[src/rtl/pixel_stacker_if.sv]
// Handshake bundle for pixel_stacker: 16-bit pixel AXI-Stream in, 128-bit phrase AXI-Stream out.
// PIXEL_STACKER_TKEEP_EN adds the chunk_tkeep lane-valid mask.
interface pixel_stacker_if;
   logic         pixel_tvalid;
   logic         pixel_tready;
   logic [15:0]  pixel_tdata;
   logic         pixel_tlast;
   logic         chunk_tvalid;
   logic         chunk_tready;
   logic [127:0] chunk_tdata;
   logic         chunk_tlast;
`ifdef PIXEL_STACKER_TKEEP_EN
   logic [15:0]  chunk_tkeep;

   modport master (
      output pixel_tvalid, pixel_tdata, pixel_tlast, chunk_tready,
      input  pixel_tready, chunk_tvalid, chunk_tdata, chunk_tlast, chunk_tkeep
   );
   modport slave (
      input  pixel_tvalid, pixel_tdata, pixel_tlast, chunk_tready,
      output pixel_tready, chunk_tvalid, chunk_tdata, chunk_tlast, chunk_tkeep
   );
`else
   modport master (
      output pixel_tvalid, pixel_tdata, pixel_tlast, chunk_tready,
      input  pixel_tready, chunk_tvalid, chunk_tdata, chunk_tlast
   );
   modport slave (
      input  pixel_tvalid, pixel_tdata, pixel_tlast, chunk_tready,
      output pixel_tready, chunk_tvalid, chunk_tdata, chunk_tlast
   );
`endif
endinterface

[src/rtl/pixel_stacker.sv]
// Packs eight 16-bit pixels per 128-bit phrase (first pixel in the low lane); tlast closes a phrase early.
// Optional macro PIXEL_STACKER_TKEEP_EN adds a registered chunk_tkeep marking real-pixel lanes.
module pixel_stacker #(
   parameter logic [15:0] PAD_WORD = 16'h0000
) (
   input  logic           clk_in,
   input  logic           rst_in,
   pixel_stacker_if.slave bus
);
   localparam int DATA_W   = 16;
   localparam int LANES    = 8;
   localparam int PHRASE_W = DATA_W * LANES;
   localparam int KEEP_W   = PHRASE_W / 8;

   logic [2:0]          count_q, count_d;
   logic [PHRASE_W-1:0] acc_q, acc_d;
   logic [PHRASE_W-1:0] data_q, data_d;
   logic                last_q, last_d;
   logic                vld_q, vld_d;
   logic                ready;
   logic                accept_in;
   logic                accept_out;
   logic                complete;

   // Lanes below cnt come from the accumulator, lane cnt takes the new word, the rest are padding.
   function automatic logic [PHRASE_W-1:0] build_phrase(input logic [PHRASE_W-1:0] acc,
                                                        input logic [2:0]          cnt,
                                                        input logic [DATA_W-1:0]   word);
      logic [PHRASE_W-1:0] phrase;
      phrase = '0;
      for (int i = 0; i < LANES; i++) begin
         if (i < int'(cnt))       phrase[i*DATA_W +: DATA_W] = acc[i*DATA_W +: DATA_W];
         else if (i == int'(cnt)) phrase[i*DATA_W +: DATA_W] = word;
         else                     phrase[i*DATA_W +: DATA_W] = PAD_WORD;
      end
      return phrase;
   endfunction

`ifdef PIXEL_STACKER_TKEEP_EN
   logic [KEEP_W-1:0] keep_q, keep_d;

   function automatic logic [KEEP_W-1:0] build_keep(input logic [2:0] cnt);
      logic [KEEP_W-1:0] keep;
      keep = '0;
      for (int i = 0; i < LANES; i++) begin
         keep[2*i +: 2] = (i <= int'(cnt)) ? 2'b11 : 2'b00;
      end
      return keep;
   endfunction

   assign bus.chunk_tkeep = keep_q;
`endif

   // Stall only when the incoming word would complete a phrase while the output is still held.
   assign ready      = !vld_q || bus.chunk_tready || (count_q != 3'd7 && !bus.pixel_tlast);
   assign accept_in  = bus.pixel_tvalid && ready;
   assign accept_out = vld_q && bus.chunk_tready;
   assign complete   = accept_in && (count_q == 3'd7 || bus.pixel_tlast);

   assign bus.pixel_tready = ready;
   assign bus.chunk_tvalid = vld_q;
   assign bus.chunk_tdata  = data_q;
   assign bus.chunk_tlast  = last_q;

   always_comb begin
      count_d = count_q;
      acc_d   = acc_q;
      data_d  = data_q;
      last_d  = last_q;
      vld_d   = vld_q;
`ifdef PIXEL_STACKER_TKEEP_EN
      keep_d  = keep_q;
`endif
      if (complete) begin
         data_d  = build_phrase(acc_q, count_q, bus.pixel_tdata);
         last_d  = bus.pixel_tlast;
         vld_d   = 1'b1;
         count_d = 3'd0;
         acc_d   = {LANES{PAD_WORD}};
`ifdef PIXEL_STACKER_TKEEP_EN
         keep_d  = build_keep(count_q);
`endif
      end else begin
         if (accept_in) begin
            acc_d[{count_q, 4'b0000} +: DATA_W] = bus.pixel_tdata;
            count_d = count_q + 3'd1;
         end
         if (accept_out) vld_d = 1'b0;
      end
   end

   always_ff @(posedge clk_in or posedge rst_in) begin
      if (rst_in) begin
         count_q <= 3'd0;
         acc_q   <= '0;
         data_q  <= '0;
         last_q  <= 1'b0;
         vld_q   <= 1'b0;
`ifdef PIXEL_STACKER_TKEEP_EN
         keep_q  <= '0;
`endif
      end else begin
         count_q <= count_d;
         acc_q   <= acc_d;
         data_q  <= data_d;
         last_q  <= last_d;
         vld_q   <= vld_d;
`ifdef PIXEL_STACKER_TKEEP_EN
         keep_q  <= keep_d;
`endif
      end
   end
endmodule

[src/flat_wrapper.sv]
// flat-port wrapper written by rule: the top's interface ports become plain ports
module pixel_stacker_flat 
#(
   parameter logic [15:0] PAD_WORD = 16'h0000
)
  (clk_in, rst_in, bus_pixel_tvalid, bus_pixel_tdata, bus_pixel_tlast, bus_chunk_tready, bus_pixel_tready, bus_chunk_tvalid, bus_chunk_tdata, bus_chunk_tlast);
  pixel_stacker_if bus_i ();
  input  logic clk_in;
  input  logic rst_in;
  input wire logic [$bits(bus_i.pixel_tvalid)-1:0] bus_pixel_tvalid;
  input wire logic [$bits(bus_i.pixel_tdata)-1:0] bus_pixel_tdata;
  input wire logic [$bits(bus_i.pixel_tlast)-1:0] bus_pixel_tlast;
  input wire logic [$bits(bus_i.chunk_tready)-1:0] bus_chunk_tready;
  output wire logic [$bits(bus_i.pixel_tready)-1:0] bus_pixel_tready;
  output wire logic [$bits(bus_i.chunk_tvalid)-1:0] bus_chunk_tvalid;
  output wire logic [$bits(bus_i.chunk_tdata)-1:0] bus_chunk_tdata;
  output wire logic [$bits(bus_i.chunk_tlast)-1:0] bus_chunk_tlast;
  assign bus_i.pixel_tvalid = bus_pixel_tvalid;
  assign bus_i.pixel_tdata = bus_pixel_tdata;
  assign bus_i.pixel_tlast = bus_pixel_tlast;
  assign bus_i.chunk_tready = bus_chunk_tready;
  assign bus_pixel_tready = bus_i.pixel_tready;
  assign bus_chunk_tvalid = bus_i.chunk_tvalid;
  assign bus_chunk_tdata = bus_i.chunk_tdata;
  assign bus_chunk_tlast = bus_i.chunk_tlast;
  pixel_stacker #(.PAD_WORD(PAD_WORD)) u_core (.clk_in(clk_in), .rst_in(rst_in), .bus(bus_i));
endmodule
[config.mk]
export PLATFORM = sky130hd
export DESIGN_NAME = pixel_stacker_flat
export DESIGN_NICKNAME = d
export VERILOG_FILES = /design/src/rtl/pixel_stacker_if.sv /design/src/rtl/pixel_stacker.sv /design/src/flat_wrapper.sv
export SDC_FILE = /design/constraint.sdc
export NUM_CORES = 1
export LEC_CHECK = 0
export BUFFER_PORTS_ARGS = -buffer_cell sky130_fd_sc_hd__buf_4
export CORE_MARGIN = 4
export CORE_UTILIZATION = 30
export CTS_CLUSTER_DIAMETER = 80
export CTS_CLUSTER_SIZE = 8
export DETAILED_ROUTE_END_ITERATION = 8
export GPL_TIMING_DRIVEN = 0
export PLACE_DENSITY = 0.43
export SYNTH_ARGS = -nofsm -noshare
export SYNTH_HDL_FRONTEND = slang
export SYNTH_SLANG_ARGS = --single-unit
[constraint.sdc]
create_clock -name clk_in -period 9 [get_ports clk_in]
set_input_delay 0.9 -clock clk_in [delete_from_list [all_inputs] [get_ports clk_in]]
set_output_delay 0.9 -clock clk_in [all_outputs]
set_load 0.03 [all_outputs]
==> results.txt, run 1 <==
Num CTS Buffers = 36
Levels on crit path = 8
Most frequent cells in the layout = dfrtp_1, a31oi_1, buf_4
Worst setup margin = 4.96 ns
Post_cts resized = 0
Arrival time worst endpoint = 3.14 ns
Slew HR = 0.0679
CP endpoint = bus_pixel_tready
Vias in the first global route = 11.4k
Leakage = 6.35 nW
Cell Count, Final, Fillers Out = 1944
Yosys top cell by area = dfrtp_1
Slew @ Worst Pin = 1.40 ns
Crit-path cells = ha_1 -> ha_1 -> or2_1 -> clkbuf_1 -> buf_2 -> buf_1 -> nand2_1 -> buf_4
Crit path time final = 4.04 ns
GRT Overall Usage = 0.233
Status = complete, no violations
Synth Register Bits = 245
Post-Route WL = 53000 microns
Crit-path max cell delay = 0.61 ns
Finished Core Util = 0.376
Commonest non-fill, non-tap cell in the layout = dfrtp_1
CTS root buf = clkbuf_16
Yosys Warn Count = 0
Ant diodes = 0
Synthesized area = 0.0123 sq mm
FF-to-FF Start = u_core.count_q[1]
Largest delay share family, worst path = buffers and inverters
Synth Instances = 1228
Aggregate global routing overflow = 0
Post-synthesis sequential area ratio = 0.498
1st-iter DRT viols = 911
First-pass GRT wire length = 77900 microns
Postcts setup bufs = 0
RSZ-0062 raised after global routing = no
Critical Path Fanout Max = 11
# Max-Cap Violations = 0
Wire per inst = 27.2 microns
Ratio of cells with drive above 1 in the final layout = 0.199
Post-route cell area = 0.0151 sq mm
Initial cell density of the core = 0.307
Routed vias/inst = 5.88
Clock Sinks = 245
Final Max Tran Viols = 0
Cells on worst reg2reg path = 10
Initial antenna violation count = 2
Clk Latency, worst-skew pair = 0.54 ns
Distinct cells, synth = 64
Final #Nets = 1450
CTS max path bufs = 3
Final clock skew = 0.0275 ns
Crit. End Element = primary output
Placed Area = 0.0142 sq mm
Filler cells = 4131
Final ANT Viol Nets = 0
CORE AREA = 0.0402 sq mm
Final setup fails = 0
Die Y = 211 microns
Synth Flop Type = dfrtp_1
Setup WS pre-CTS = 5.42 ns
DRC viols = 0
Area of the die = 0.0444 sq mm
Area growth, synth to finish = 22.6%
Most used cell, CP = ha_1
Kind of critical path = reg2out
Reg2reg setup slack = 5.32 ns
EDFF count, synth = 0
Buffers added on ports = 151
CP max-delay cell = dfrtp_1
Final hold viol count = 0
Top cells by area, synth = dfrtp_1, a31oi_1, o211ai_1, nand3_1, clkbuf_1
CTS tree = yes
Worst min path class = in2async
CP startpoint = u_core.count_q[1]
Largest net degree at the start of global routing = 115
Syn nets = 1259
Fmax = 247 MHz
Register Area = 0.00613 sq mm
Worst r2r dst = u_core.acc_q[97]
CTS H-tree depth = 2
Top-area cell type share of the netlist area = 0.498
Final HPWL DP = 35600 microns
Clock transition at the registers of the reported paths = 0.05 ns
CTS Hold Bufs = 0
Placer Congestion = 0.829
Area of the multi-input gates = 0.00524 sq mm
Post-Syn Area per Cell = 10.0 sq um
Total iterations of the first detailed-routing run = 5
FP Rows = 73
Maximum vdd ir drop = 0.109 mV
Worst Path Buf+Inv = 4
Cell count after placement = 1906
Post-synth ARST share = 1.00
Worst Setup Start Kind = flip-flop
Via Count = 11.4k
Total power = 3.94 mW
Tcrit/Tclk final = 0.449
Ports = 152
Die W = 211 microns
Req. time, crit path = 8.10 ns
Pwr/cell area = 261 mW/mm^2
## routing by layer
layer	share of wire	track usage	vias to the layer above	wire length [microns]
met4	0.039	0.0921	0	2090
met5	0	0	-	0
li1	-	-	5092	-
met2	0.46	0.363	431	24200
met3	0.060	0.0383	92	3200
met1	0.44	0.326	5813	23500
## kinds of logic (layout without fill, tap and decap cells)
logic type	after synthesis	in the layout	share of synthesized area
AOI/OAI and AO/OA	474	474	0.279
buffers and inverters	224	415	0.0775
and+or+nand+nor	252	252	0.116
muxes	23	23	0.0203
adders and majority gates	10	10	0.0102
DFF	245	245	0.498
## synth_stat cells (all sizes together) (15+ instances only)
master,number
o21ai,35
clkbuf,95
a22oi,32
nand2b,18
nand2,67
and3,15
dfrtp,245
nand3,82
a22o,16
a21oi,34
a31oi,160
inv,58
a32o,24
a221o,28
o211a,16
nand4,33
buf,71
mux2,16
o211ai,98
## stage by stage
step	TNS, ns	hold slack [ns]
floorplan	0	0.476
global placement	-547.98	0.493
detailed placement	0	0.492
CTS	0	0.338
global route	0	0.361
finish	0	0.344
## flip-flops by register name, summed over array words and instances, names as in the netlist
name                     flops
u_core.bus.chunk_tdata     128
u_core.acc_q               112
u_core.count_q               3
u_core.bus.chunk_tlast       1
u_core.bus.chunk_tvalid      1
## power by group
part           switching [mW]  internal (mW)
Sequential              0.193           1.34
Combinational           0.767          0.419
Clock                   0.500          0.719
Total                    1.46           2.48
## cell type report
class	instances	area share
Tap cell	525	0.0435
Inverter	58	0.0149
Multi-Input combinational cell	759	0.347
Sequential cell	245	0.406
Clock inverter	1	0.000331
Clock buffer	37	0.0613
Timing Repair Buffer	153	0.0787
Buffer	166	0.0488
## worst min-delay path by stage
stage          depth (start not counted)  slack, ns                   startpoint                     endpoint
2_1_floorplan                          1       0.48             u_core.acc_q[22]             u_core.acc_q[22]
3_3_place_gp                           1       0.49  u_core.bus.chunk_tdata[112]  u_core.bus.chunk_tdata[112]
3_5_place_dp                           1       0.49  u_core.bus.chunk_tdata[117]  u_core.bus.chunk_tdata[117]
4_1_cts                                2       0.34                       rst_in   u_core.bus.chunk_tdata[40]
5_1_grt                                2       0.36                       rst_in   u_core.bus.chunk_tdata[43]
6_report                               2       0.34                       rst_in   u_core.bus.chunk_tdata[40]
Power figures use the tool's default switching activity.
==> inputs of run 2 (changes only) <==
==> constraint.sdc (replaced) <==
create_clock -name clk_in -period 4.1 [get_ports clk_in]
set_input_delay 0.41 -clock clk_in [delete_from_list [all_inputs] [get_ports clk_in]]
set_output_delay 0.41 -clock clk_in [all_outputs]
set_load 0.03 [all_outputs]
==> run 2 against run 1 <==
  * Worst setup slack lost 4.5 ns
  * Cell area rose by 0.60%
  * Wire length is 0.19% higher
  * Clock-buffer cell count unchanged
  * Worst hold slack worse by 0.32 ns
  * Combinational power up 120%
  * Sequential power increased by 120%
  * Non-clock buffer count up 5
  * Via count rose by 0.14%
  * Sequential share of layout area shrank 0.24 points
==> results.txt, run 2 (synthesis results as in run 1) <==
Worst Setup Start Kind = flip-flop
Crit path time final = 3.65 ns
Wire per inst = 27.2 microns (-0.12%)
# Max-Cap Violations = 0 (unchanged)
Fin Setup TNS = 0 ns (unchanged)
Final ANT Viol Nets = 0 (unchanged)
Area growth, synth to finish = 23.3%
Post-Route WL = 53100 microns (+0.19%)
Placer Congestion = 0.831 (+0.25%)
Die W = 211 microns (unchanged)
Final hold viol count = 0 (unchanged)
First-pass GRT wire length = 78900 microns (+1.3%)
Ports = 152 (unchanged)
Slew HR = 0.0575 (-0.0103)
Req. time, crit path = 4.54 ns (-3.56 ns)
Buffers added on ports = 151 (unchanged)
Num CTS Buffers = 36 (unchanged)
Final #Nets = 1455 (+0.34%)
Area of the die = 0.0444 sq mm (unchanged)
Clock Sinks = 245 (unchanged)
CTS Hold Bufs = 0 (unchanged)
Final Max Tran Viols = 0 (unchanged)
RSZ-0062 raised after global routing = no
Initial cell density of the core = 0.307 (unchanged)
Clock transition at the registers of the reported paths = 0.05 ns (about the same)
Critical Path Fanout Max = 11 (unchanged)
Ratio of cells with drive above 1 in the final layout = 0.202 (+0.00281)
Cells on worst reg2reg path = 10 (unchanged)
Slew @ Worst Pin = 1.41 ns (+0.0155 ns)
Cell count after placement = 1911 (+0.26%)
Crit. End Element = flip-flop
Largest net degree at the start of global routing = 37 (-68%)
CTS max path bufs = 3 (unchanged)
Reg2reg setup slack = 0.45 ns (-4.87 ns)
Worst min path class = in2async
Maximum vdd ir drop = 0.223 mV (+100%)
1st-iter DRT viols = 882 (-3.2%)
Tcrit/Tclk final = 0.891
GRT Overall Usage = 0.235 (+0.00174)
Arrival time worst endpoint = 4.09 ns (+0.95 ns)
Via Count = 11.4k (+0.14%)
Status = complete, no violations
CTS root buf = clkbuf_16
Routed vias/inst = 5.87 (-0.17%)
Filler cells = 4108 (-0.56%)
Die Y = 211 microns (unchanged)
Vias in the first global route = 11.6k (+1.9%)
Leakage = 6.38 nW (+0.60%)
Total power = 8.65 mW (+120%)
Final clock skew = 0.0116 ns (-0.0159 ns)
Commonest non-fill, non-tap cell in the layout = dfrtp_1
Final setup fails = 0 (unchanged)
CORE AREA = 0.0402 sq mm (unchanged)
Max reg flops = 128 (unchanged)
Clk Latency, worst-skew pair = 0.53 ns (about the same)
Final HPWL DP = 36300 microns (+2.1%)
Worst r2r dst = u_core.acc_q[99]
FF-to-FF Start = u_core.count_q[1]
CTS H-tree depth = 2 (unchanged)
Cell Count, Final, Fillers Out = 1950 (+0.31%)
Kind of critical path = reg2reg
DRC viols = 0 (unchanged)
Postcts setup bufs = 0 (unchanged)
Pwr/cell area = 569 mW/mm^2 (+120%)
Most frequent cells in the layout = dfrtp_1, a31oi_1, buf_4
FP Rows = 73 (unchanged)
Total iterations of the first detailed-routing run = 5 (unchanged)
Aggregate global routing overflow = 0 (unchanged)
Initial antenna violation count = 1 (-1)
Post_cts resized = 0 (unchanged)
Fmax = 274 MHz
CTS tree = yes
run 2: cell types whose count changed in the layout (fill, tap and decap cells not counted):
cell / delta
diode_2: +1
inv_8: -1
buf_12: +6
clkinvlp_4: +1
buf_16: -1
run 2: worst max path at each step:
| stage | startpoint | end | slack [ns] | cells after the start |
|---|---|---|---|---|
| after detailed placement | u_core.count_q[2] | u_core.acc_q[24] | 0.54 | 10 |
| after floorplan | rst_in | u_core.acc_q[0] | 0.47 | 1 |
| after CTS | u_core.count_q[2] | u_core.acc_q[29] | 0.52 | 10 |
| after global routing | u_core.count_q[1] | u_core.acc_q[97] | 0.18 | 10 |
| final | u_core.count_q[1] | u_core.acc_q[99] | 0.45 | 10 |
| after global placement | rst_in | u_core.bus.chunk_tdata[97] | -1.46 | 2 |
run 2: metrics by stage:
step,util,hold WS (ns),setup WS [ns],instance area [sq um]
4_1_cts,0.378,0.0463,0.522,15200
5_1_grt,0.378,0.0939,0.181,15200
2_1_floorplan,-,0.476,0.472,12300
3_5_place_dp,0.355,0.495,0.540,14300
3_3_place_gp,0.351,0.496,-1.46,14100
6_report,0.378,0.0281,0.448,15200
run 2: final cells by class:
class	count	area [sq um]	share of cell area
Clock inverter	1	5.00	0.000329
Inverter	58	221	0.0146
Buffer	166	737	0.0485
Sequential cell	245	6130	0.403
Clock buffer	37	926	0.0609
Tap cell	525	657	0.0432
Multi-Input combinational cell	759	5240	0.345
Timing Repair Buffer	158	1280	0.0843
Antenna cell	1	2.50	0.000165
run 2: where the power goes:
| group | switching [mW] | total, mW | internal [mW] |
|---|---|---|---|
| clock | 1.09 | 2.67 | 1.58 |
| combinational | 1.69 | 2.62 | 0.929 |
| sequential | 0.419 | 3.36 | 2.94 |
| total | 3.20 | 8.65 | 5.45 |
run 2: per-layer routing:
metal	global-route usage	vias to the layer above	share of wire	wire length, microns
met5	0	-	0	0
met4	0.0818	0	0.033	1750
met3	0.0411	80	0.057	3020
met2	0.377	397	0.47	24800
met1	0.322	5868	0.44	23500
li1	-	5099	-	-
run 2: worst max-delay path, cell delays in order, from the launching register on:
cell and delay, ns:
dfrtp_1 0.59, buf_6 0.23, clkbuf_1 0.35, inv_1 0.14, ha_1 0.40, clkbuf_1 0.46, nor4bb_1 0.29, clkbuf_2 0.30
buf_1 0.47, nand4_1 0.16, o211ai_1 0.16
==> inputs of run 3 (changes only) <==
--- a/config.mk
+++ b/config.mk
@@ -12,7 +12,7 @@
 export CTS_CLUSTER_SIZE = 8
 export DETAILED_ROUTE_END_ITERATION = 8
 export GPL_TIMING_DRIVEN = 0
-export PLACE_DENSITY = 0.43
+export PLACE_DENSITY = 0.58
 export SYNTH_ARGS = -nofsm -noshare
 export SYNTH_HDL_FRONTEND = slang
 export SYNTH_SLANG_ARGS = --single-unit
==> run 3 against run 2 <==
  * Sequential cell count unchanged
  * Sequential share of layout area about the same
  * Fmax increased by 3.0%
  * Worst setup slack improved by 0.11 ns
  * Highest routed layer unchanged
==> results.txt, run 3 (synthesis results as in run 1) <==
Clock power frac = 0.307 (-0.002)
Leakage = 6.37 nW (-0.13%)
Ratio of cells with drive above 1 in the final layout = 0.201 (-0.000702)
Num CTS Buffers = 36 (unchanged)
# Max-Cap Violations = 0 (unchanged)
CP max-delay cell = dfrtp_1
Largest net degree at the start of global routing = 40 (+8.1%)
Die W = 211 microns (unchanged)
Ports = 152 (unchanged)
Met2 usage = 0.343 (-0.0343)
Maximum vdd ir drop = 0.221 mV (-1.0%)
GRT busiest layer = met2
Sequential Power Share = 0.392 (+0.004)
Final Max Tran Viols = 0 (unchanged)
Slew HR = 0.175 (+0.117)
Crit-path max cell delay = 0.60 ns (about the same)
Post_cts resized = 0 (unchanged)
Critical Path Fanout Max = 11 (unchanged)
Total iterations of the first detailed-routing run = 5 (unchanged)
FP Rows = 73 (unchanged)
First-pass GRT wire length = 73100 microns (-7.4%)
Final setup fails = 0 (unchanged)
Commonest non-fill, non-tap cell in the layout = dfrtp_1
Worst min path class = in2async
Final clock skew = 0.0198 ns (+0.00814 ns)
Final hold viol count = 0 (unchanged)
RSZ-0062 raised after global routing = no
Ant diodes = 0 (-1)
Area growth, synth to finish = 23.2%
Placer Congestion = 0.905 (+8.8%)
Via Count = 11.5k (+0.15%)
Vias in the first global route = 11.6k (+0.20%)
Pwr/cell area = 566 mW/mm^2 (-0.57%)
Crit. End Element = flip-flop
Arrival time worst endpoint = 3.95 ns (-0.14 ns)
Post-Route WL = 48600 microns (-8.4%)
Slew @ Worst Pin = 1.24 ns (-0.176 ns)
Crit-path cells = buf_6 -> clkbuf_1 -> inv_1 -> ha_1 -> clkbuf_1 -> nor4bb_1 -> clkbuf_2 -> buf_1 -> nand4_1 -> o211ai_1
Area of the die = 0.0444 sq mm (unchanged)
Int Pwr = 5.46 mW (+0.32%)
Worst Setup Start Kind = flip-flop
Net Sw Frac = 0.364 (-0.00634)
Crit path time final = 3.55 ns (-0.106 ns)
FF-to-FF Start = u_core.count_q[1]
Most frequent cells in the layout = dfrtp_1, a31oi_1, buf_4
Final HPWL DP = 33800 microns (-6.8%)
Clock Sinks = 245 (unchanged)
Tcrit/Tclk final = 0.865 (-0.0259)
Die Y = 211 microns (unchanged)
1st-iter DRT viols = 1146 (+30%)
Finished Core Util = 0.378 (-0.000436)
Fmax = 282 MHz (+3.0%)
Net Sw Power = 3.13 mW (-2.4%)
CP startpoint = u_core.count_q[1]
Final ANT Viol Nets = 0 (unchanged)
GRT Overall Usage = 0.213 (-0.0222)
Part of the power in combinational logic = 0.301 (-0.002)
CTS max path bufs = 3 (unchanged)
Req. time, crit path = 4.51 ns (-0.03 ns)
Status = complete, no violations
Wire per inst = 25.0 microns (-8.3%)
CTS root buf = clkbuf_16
Initial cell density of the core = 0.307 (unchanged)
Kind of critical path = reg2reg
Most used cell, CP = clkbuf_1
Met3 Usage GRT = 0.0447 (+0.00356)
Max reg flops = 128 (unchanged)
Final #Nets = 1454 (-0.069%)
Filler cells = 4058 (-1.2%)
CTS Hold Bufs = 0 (unchanged)
Grt met1 use = 0.276 (-0.0454)
Routed vias/inst = 5.88 (+0.20%)
CTS tree = yes
Worst setup margin = 0.554 ns (+0.106 ns)
CORE AREA = 0.0402 sq mm (unchanged)
CTS H-tree depth = 2 (unchanged)
Setup WS pre-CTS = 0.652 ns (+0.112 ns)
Hold WS = 0.0341 ns (+0.00600 ns)
DRC viols = 0 (unchanged)
Postcts setup bufs = 0 (unchanged)
Initial antenna violation count = 0 (-1)
Clk Latency, worst-skew pair = 0.52 ns (about the same)
Buffers added on ports = 151 (unchanged)
Aggregate global routing overflow = 0 (unchanged)
Clock transition at the registers of the reported paths = 0.05 ns (about the same)
==> run 3: cell count changes in the layout (fill, tap and decap cells not counted), sizes merged <==
| cell | previous run | this run |
|---|---|---|
| buf | 229 | 228 |
| clkbuf | 132 | 134 |
| clkinv | 1 | 0 |
| diode | 1 | 0 |
==> run 3: worst max-delay path: cells and delay by family (launching register included) <==
family                     cells  cell delay [ns]
DFF                            1             0.60
AOI/OAI and AO/OA              1             0.17
and+or+nand+nor                2             0.46
adders and majority gates      1             0.38
buffers and inverters          6             1.83
==> run 3: final timing paths <==
| kind | end | slack [ns] | depth (start not counted) |
|---|---|---|---|
| max | u_core.acc_q[100] | 0.55 | 10 |
| min | u_core.bus.chunk_tdata[38] | 0.03 | 2 |
| max reg2reg | u_core.acc_q[100] | 0.55 | 10 |
| min reg2reg | u_core.bus.chunk_tdata[124] | 0.50 | 1 |
| max in group asynchronous | u_core.acc_q[99] | 2.82 | 5 |
| min in group clk_in | u_core.bus.chunk_tlast | 0.19 | 2 |
==> run 3: cell type report <==
| class | instances | area, sq um | area share |
|---|---|---|---|
| sequential | 245 | 6130 | 0.404 |
| multi-input combinational | 759 | 5240 | 0.345 |
| timing repair buffer | 157 | 1250 | 0.0826 |
| clock buffer | 39 | 943 | 0.0622 |
| buffer | 166 | 737 | 0.0486 |
| tap | 525 | 657 | 0.0433 |
| inverter | 58 | 221 | 0.0146 |
==> run 3: power groups by stage <==
stage / clock network (mW) / logic [mW] / registers, mW
4_1_cts: 2.68 / 2.58 / 3.36
6_report: 2.64 / 2.58 / 3.37
5_1_grt: 2.77 / 2.79 / 3.43
3_5_place_dp: 0 / 2.56 / 3.39
2_1_floorplan: 0 / 1.24 / 3.71
3_3_place_gp: 0 / 2.52 / 3.38
==> run 3: metal layers <==
metal / vias to the layer above / wire length, microns
li1: 5089 / -
met1: 5687 / 19700
met2: 560 / 22500
met3: 125 / 4060
met4: 0 / 2470
met5: - / 0
==> run 3: per-stage QoR <==
step,instance area (sq um),setup TNS [ns],power [mW],cells
6_report,15200,0,8.59,1949
2_1_floorplan,12300,0,4.95,1228
4_1_cts,15200,0,8.61,1949
3_3_place_gp,14100,-274.59,5.90,1904
3_5_place_dp,14200,0,5.95,1910
5_1_grt,15200,0,8.98,1949
